[config.mk]
export PLATFORM = sky130hd
export DESIGN_NAME = adc_sample_fifo_flat
export DESIGN_NICKNAME = d
export VERILOG_FILES = /design/src/rtl/adc_sample_fifo_if.sv /design/src/rtl/adc_sample_fifo.sv /design/src/flat_wrapper.sv
export SDC_FILE = /design/constraint.sdc
export NUM_CORES = 2
export LEC_CHECK = 0
export CORE_ASPECT_RATIO = 0.9
export CORE_UTILIZATION = 43
export DETAILED_ROUTE_END_ITERATION = 6
export PLACE_DENSITY_LB_ADDON = 0.05
export SLEW_MARGIN = 20
export SYNTH_ARGS = -nofsm -noshare
export SYNTH_HDL_FRONTEND = slang
export SYNTH_SLANG_ARGS = --single-unit
[constraint.sdc]
create_clock -name clk -period 7.15 [get_ports clk]
set_clock_uncertainty 0.2 [all_clocks]
set_input_delay 1.43 -clock clk [delete_from_list [all_inputs] [get_ports clk]]
set_output_delay 1.43 -clock clk [all_outputs]
set_load 0.01 [all_outputs]
[src/rtl/adc_sample_fifo_if.sv]
// Bus between the ADC sample source / SDRAM write master and the sample FIFO.
interface adc_sample_fifo_if #(
  parameter int unsigned DATA_WIDTH = 16,
  parameter int unsigned DEPTH_LOG2 = 7
);
  logic                  buffer_init;
  logic                  buffer_write;
  logic [DATA_WIDTH-1:0] adc_data;
  logic                  buffer_read;
  logic [DATA_WIDTH-1:0] data_out;
  logic                  buffer_empty;
  logic                  buffer_full;
  logic                  buffer_almost_full;
  logic [DEPTH_LOG2:0]   level;
  logic                  overflow;
  logic                  underflow;
  logic [15:0]           drop_count;

  modport master (
    output buffer_init, buffer_write, adc_data, buffer_read,
    input  data_out, buffer_empty, buffer_full, buffer_almost_full,
           level, overflow, underflow, drop_count
  );

  modport slave (
    input  buffer_init, buffer_write, adc_data, buffer_read,
    output data_out, buffer_empty, buffer_full, buffer_almost_full,
           level, overflow, underflow, drop_count
  );
endinterface

[src/rtl/adc_sample_fifo.sv]
// First-word-fall-through capture FIFO between the ADC sample bus and the
// SDRAM write master, with fill-level, sticky error and drop-count status.
module adc_sample_fifo #(
  parameter int unsigned DATA_WIDTH        = 16,
  parameter int unsigned DEPTH_LOG2        = 7,
  parameter int unsigned ALMOST_FULL_LEVEL = 120
) (
  input  logic             clk,
  input  logic             reset_n,
  adc_sample_fifo_if.slave bus
);
  localparam int unsigned         DEPTH    = 1 << DEPTH_LOG2;
  localparam logic [DEPTH_LOG2:0] FULL_LVL = (DEPTH_LOG2 + 1)'(DEPTH);
  localparam logic [DEPTH_LOG2:0] AF_LVL   = (DEPTH_LOG2 + 1)'(ALMOST_FULL_LEVEL);

  logic [DATA_WIDTH-1:0] mem_q [DEPTH];
  logic [DEPTH_LOG2-1:0] rd_ptr_q, rd_ptr_d;
  logic [DEPTH_LOG2-1:0] wr_ptr_q, wr_ptr_d;
  logic [DEPTH_LOG2:0]   level_q, level_d;
  logic                  overflow_q, overflow_d;
  logic                  underflow_q, underflow_d;
  logic [15:0]           drop_count_q, drop_count_d;

  logic clear;
  logic empty, full;
  logic wr_ok, rd_ok;

  assign clear = !reset_n || bus.buffer_init;
  assign empty = (level_q == '0);
  assign full  = (level_q == FULL_LVL);
  assign wr_ok = bus.buffer_write && (!full || bus.buffer_read);
  assign rd_ok = bus.buffer_read && !empty;

  // Next-state for pointers, level and sticky status.
  always_comb begin
    rd_ptr_d     = rd_ptr_q;
    wr_ptr_d     = wr_ptr_q;
    level_d      = level_q;
    overflow_d   = overflow_q;
    underflow_d  = underflow_q;
    drop_count_d = drop_count_q;
    if (wr_ok) wr_ptr_d = wr_ptr_q + 1'b1;
    if (rd_ok) rd_ptr_d = rd_ptr_q + 1'b1;
    case ({wr_ok, rd_ok})
      2'b10:   level_d = level_q + 1'b1;
      2'b01:   level_d = level_q - 1'b1;
      default: level_d = level_q;
    endcase
    if (bus.buffer_write && full && !bus.buffer_read) begin
      overflow_d = 1'b1;
      if (drop_count_q != '1) drop_count_d = drop_count_q + 1'b1;
    end
    if (bus.buffer_read && empty) underflow_d = 1'b1;
  end

  // Control registers; reset and buffer_init both clear and override strobes.
  always_ff @(posedge clk) begin
    if (clear) begin
      rd_ptr_q     <= '0;
      wr_ptr_q     <= '0;
      level_q      <= '0;
      overflow_q   <= 1'b0;
      underflow_q  <= 1'b0;
      drop_count_q <= '0;
    end else begin
      rd_ptr_q     <= rd_ptr_d;
      wr_ptr_q     <= wr_ptr_d;
      level_q      <= level_d;
      overflow_q   <= overflow_d;
      underflow_q  <= underflow_d;
      drop_count_q <= drop_count_d;
    end
  end

  // Sample storage; contents survive reset/init, only pointers are cleared.
  always_ff @(posedge clk) begin
    if (!clear && wr_ok) mem_q[wr_ptr_q] <= bus.adc_data;
  end

  assign bus.data_out           = empty ? '0 : mem_q[rd_ptr_q];
  assign bus.buffer_empty       = empty;
  assign bus.buffer_full        = full;
  assign bus.buffer_almost_full = (level_q >= AF_LVL);
  assign bus.level              = level_q;
  assign bus.overflow           = overflow_q;
  assign bus.underflow          = underflow_q;
  assign bus.drop_count         = drop_count_q;
endmodule

[src/flat_wrapper.sv]
// flat-port wrapper written by rule: the top's interface ports become plain ports
module adc_sample_fifo_flat 
#(
  parameter int unsigned DATA_WIDTH        = 16,
  parameter int unsigned DEPTH_LOG2        = 7,
  parameter int unsigned ALMOST_FULL_LEVEL = 120
)
  (clk, reset_n, bus_buffer_init, bus_buffer_write, bus_adc_data, bus_buffer_read, bus_data_out, bus_buffer_empty, bus_buffer_full, bus_buffer_almost_full, bus_level, bus_overflow, bus_underflow, bus_drop_count);
  adc_sample_fifo_if #(.DATA_WIDTH(DATA_WIDTH), .DEPTH_LOG2(DEPTH_LOG2)) bus_i ();
  input  logic clk;
  input  logic reset_n;
  input wire logic [$bits(bus_i.buffer_init)-1:0] bus_buffer_init;
  input wire logic [$bits(bus_i.buffer_write)-1:0] bus_buffer_write;
  input wire logic [$bits(bus_i.adc_data)-1:0] bus_adc_data;
  input wire logic [$bits(bus_i.buffer_read)-1:0] bus_buffer_read;
  output wire logic [$bits(bus_i.data_out)-1:0] bus_data_out;
  output wire logic [$bits(bus_i.buffer_empty)-1:0] bus_buffer_empty;
  output wire logic [$bits(bus_i.buffer_full)-1:0] bus_buffer_full;
  output wire logic [$bits(bus_i.buffer_almost_full)-1:0] bus_buffer_almost_full;
  output wire logic [$bits(bus_i.level)-1:0] bus_level;
  output wire logic [$bits(bus_i.overflow)-1:0] bus_overflow;
  output wire logic [$bits(bus_i.underflow)-1:0] bus_underflow;
  output wire logic [$bits(bus_i.drop_count)-1:0] bus_drop_count;
  assign bus_i.buffer_init = bus_buffer_init;
  assign bus_i.buffer_write = bus_buffer_write;
  assign bus_i.adc_data = bus_adc_data;
  assign bus_i.buffer_read = bus_buffer_read;
  assign bus_data_out = bus_i.data_out;
  assign bus_buffer_empty = bus_i.buffer_empty;
  assign bus_buffer_full = bus_i.buffer_full;
  assign bus_buffer_almost_full = bus_i.buffer_almost_full;
  assign bus_level = bus_i.level;
  assign bus_overflow = bus_i.overflow;
  assign bus_underflow = bus_i.underflow;
  assign bus_drop_count = bus_i.drop_count;
  adc_sample_fifo #(.DATA_WIDTH(DATA_WIDTH), .DEPTH_LOG2(DEPTH_LOG2), .ALMOST_FULL_LEVEL(ALMOST_FULL_LEVEL)) u_core (.clk(clk), .reset_n(reset_n), .bus(bus_i));
endmodule
==> impl_metrics.yaml <==
die:
  start_util_pct: 43.3
  dieWidth_um: 458
  core_region_area_sq_mm: 0.186
  fp.dieH_um: 412
  pin_count: 66
  design.die.area_sq_mm: 0.189
  row_count: 150
min_path:
  worst_hold_path_type: "flop to flop"
detailed_routing:
  route.antenna.remaining_nets: 0
  vias: 39100
  route.final.wire_length_um: 213000
  average_wire_per_standard_cell_um: 31.7
  routed_vias_inst: 5.81
  detail_route.iter0.violations: 4077
  drc_errors: 0
  detail_route.first_pass.iterations: 6
clock_network:
  root_buffer_selected_by_cts: "sky130_fd_sc_hd__clkbuf_16"
  tritoncts_num_sinks: 2095
  cts_made_buffers: 212
  worst_skew_pair.late_latency_ps: 840
  cts_setup_buffers: 0
  cts_tree: "built"
  ctsLongestPathBuffers: 3
  cts_hold_repair.buffers: 0
  cts.clk_slew.worst_paths_ps: 60
  cts-resized-gates: 0
  clock_tree.htree_level_count: 4
run_status:
  run_status: "completed"
cells_and_area:
  final_design_area_no_fill_sq_mm: 0.0916
  area_growth_pct: 13.9
  finalNetCount: 4158
  layout-drive-gt1-share_pct: 24.1
sta:
  post_layout_minimum_cycle_time_ps: 6730
  unrepaired_setup_endpoints_after_global_routing: "no"
  worst_hold_margin_ps: 278
  report.final.slew_viol_count: 0
  timing_hold_violations_final: 0
  max_slew_margin_pct: 28.2
  period_share_pct: 94.1
  final.setup.tns_ps: 0
  worst_pin_slew_ps: 1080
  setup_viol: 0
  finalWorstSetupSlack_ps: 421
  clock.fmax_ghz: 0.149
pwr:
  netSwitchingPower_uw: 5060
  sequentialPowerShare_pct: 54.6
  p_int_uw: 19600
  power_frac_clock_pct: 42.8
  vdd_ir_drop_max_mv: 0.255
  pwr_density_cell_mw_per_mm2: 270
  sw_ratio_pct: 20.5
  power.share.combinational_pct: 2.6
  leakage_uw: 0.0274
yosys:
  synth_top_cell_by_area: "sky130_fd_sc_hd__edfxtp_1"
  synth.net_count: 3877
  synth_compound_area_share_pct: 3.58
  synth-async-reset-ratio_pct: 0
  synth_simple_gate_area_share_pct: 2.47
  ys_top_cells_by_area: "sky130_fd_sc_hd__edfxtp_1, sky130_fd_sc_hd__mux4_2, sky130_fd_sc_hd__mux2i_1, sky130_fd_sc_hd__dfxtp_1, sky130_fd_sc_hd__a22oi_1"
  synth_seq_area_share_pct: 77.7
  synth.yosys.warnings: 0
  mappedNetlistArea_sq_mm: 0.0804
  netlist.area_leader.share_pct: 76.5
  post_synth_mux_area_share_pct: 14.6
  syn-instance-count: 3845
  netlist-cell-type-count: 62
  synth.avg_cell_area_sq_um: 20.9
  share_of_synthesized_cell_area_in_full_adder_half_adder_and_majority_cells_pct: 0.181
  yosys.area_share.xor_xnor_pct: 0.163
  synth-seq-cells: 2095
  main_combinational_cell_family_by_area_after_synthesis: "multiplexers"
  synth_edf_count: 2048
  synth-main-ff-cell: "sky130_fd_sc_hd__edfxtp_1"
place:
  io_buffer_count: 65
  placed_area_sq_mm: 0.0850
  pre_cts_slack_ps: 1300
  post-dp-hpwl_um: 127000
  globalplace.congestion: 0.814
grt:
  grt_util_met3_pct: 4.45
  first_global_vias: 39200
  globalRouteMet1Util_pct: 34.3
  pin_count_of_the_biggest_net_entering_global_routing: 107
  wire_length_of_the_first_global_routing_pass_um: 302000
  busiest_layer: "met1"
  grtUsageMet2_pct: 33.8
  grt.overflow.total: 0
  antenna_violations_before_repair: 11
  grt.total_usage_pct: 22.7
setup_path:
  arrival_ps: 5100
  setup.reg_to_reg.worst_slack_ps: 3040
  path_max_fanout: 26
  path_class: "flop to output pin"
  critPathLaunchType: "flop"
  setup.worst_path.end_class: "output pin"
  worst-endpoint-required_ps: 5520
job:
  cap_viol_max_count: 0
synth_stat cells (all sizes together), types with 2 or more instances:
master     n
edfxtp  2048
mux4     416
mux2i    197
nor2     167
nand2    135
a22oi    125
clkbuf   113
buf      105
a211oi    80
o22ai     80
nand3     49
dfxtp     47
o21ai     39
a21oi     33
mux2      32
nand4     25
a221oi    17
o221ai    16
nor2b     13
inv       12
ha        10
and2       8
nand2b     8
nor3       8
xor2       8
or3        7
xnor2      7
and3       4
nand3b     3
o211ai     3
or3b       3
a22o       2
a31o       2
a31oi      2
a41o       2
a41oi      2
and4       2
o31ai      2
or4        2
cell usage in the layout (no fill, tap or decap), drive strengths merged, types with 8 or more instances in the layout:
| master | count |
|---|---|
| bufinv | 12 |
| o21ai | 39 |
| o221ai | 16 |
| nand3 | 49 |
| mux2i | 197 |
| clkbuf | 271 |
| xor2 | 8 |
| dfxtp | 47 |
| nor2b | 13 |
| a22oi | 125 |
| a21oi | 33 |
| clkdlybuf4s50 | 49 |
| and2 | 8 |
| clkinv | 88 |
| mux4 | 416 |
| ha | 10 |
| nand4 | 25 |
| nand2 | 135 |
| nor2 | 167 |
| buf | 236 |
| edfxtp | 2048 |
| a221oi | 17 |
| nor3 | 8 |
| mux2 | 32 |
| inv | 20 |
| a211oi | 80 |
| nand2b | 8 |
| o22ai | 80 |
power groups by stage:
stage	Sequential (uW)	Clock (uW)	Combinational [uW]
6_report	13500	10600	649
3_3_place_gp	13700	0	664
4_1_cts	13500	10800	669
3_5_place_dp	13700	0	669
5_1_grt	13500	11300	697
2_1_floorplan	13700	0	273
worst max-delay path, stage by stage (launching register included):
cell and delay [ps]:
sky130_fd_sc_hd__dfxtp_4 820, sky130_fd_sc_hd__buf_4 410, sky130_fd_sc_hd__mux4_2 590, sky130_fd_sc_hd__mux2_2 300
sky130_fd_sc_hd__a221oi_1 730, sky130_fd_sc_hd__a21oi_1 280, sky130_fd_sc_hd__nand4_1 390, sky130_fd_sc_hd__o21ai_1 190
sky130_fd_sc_hd__clkdlybuf4s50_1 530
layer usage:
| layer | up-vias | part of all wire (%) |
|---|---|---|
| li1 | 16700 | - |
| met1 | 21000 | 46 |
| met2 | 1164 | 45 |
| met3 | 261 | 6.4 |
| met4 | 0 | 2.2 |
| met5 | - | 0 |
area by class of cell:
cell class,count,area [sq um]
Timing Repair Buffer,285,2470
Multi-Input combinational cell,1520,17000
Inverter,12,45.0
Clock inverter,113,878
Antenna cell,4,10.0
Clock buffer,271,5630
Tap cell,2432,3040
Sequential cell,2095,62400
Fill cell,15000,94100
metrics by stage:
stage	power (uW)	instances	utilization [%]
after floorplan	14000	3845	-
after global placement	14400	6344	45.8
after detailed placement	14400	6344	45.8
after CTS	25000	6728	49.3
after global routing	25400	6729	49.3
final	24700	6732	49.3
flip-flops by register name, indices dropped and copies added (netlist names), named ones only:
name                   cells
u_core.bus.drop_count     16
u_core.bus.level           8
u_core.bus.overflow        1
u_core.bus.underflow       1
u_core.mem_q            2048
u_core.rd_ptr_q            7
u_core.wr_ptr_q            7
cells by family (layout without fill, tap and decap cells):
| family | count (synthesis) | after routing |
|---|---|---|
| other | 0 | 4 |
| xor gates and xnor gates | 15 | 15 |
| AOI/OAI and AO/OA | 412 | 412 |
| muxes | 645 | 645 |
| buffers and inverters | 230 | 681 |
| adders and majority gates | 11 | 11 |
| DFF | 2095 | 2095 |
| and+or+nand+nor | 437 | 437 |
worst paths after layout:
check	startpoint	endpoint	cells past startpoint
setup reg to reg	u_core.bus.level[5]	u_core.mem_q[84][1]	6
hold / removal	u_core.bus.overflow	u_core.bus.overflow	2
hold reg to reg	u_core.bus.overflow	u_core.bus.overflow	2
setup / recovery	flop	bus_data_out[4]	8
Note: power is estimated with default switching activity, not from simulation.
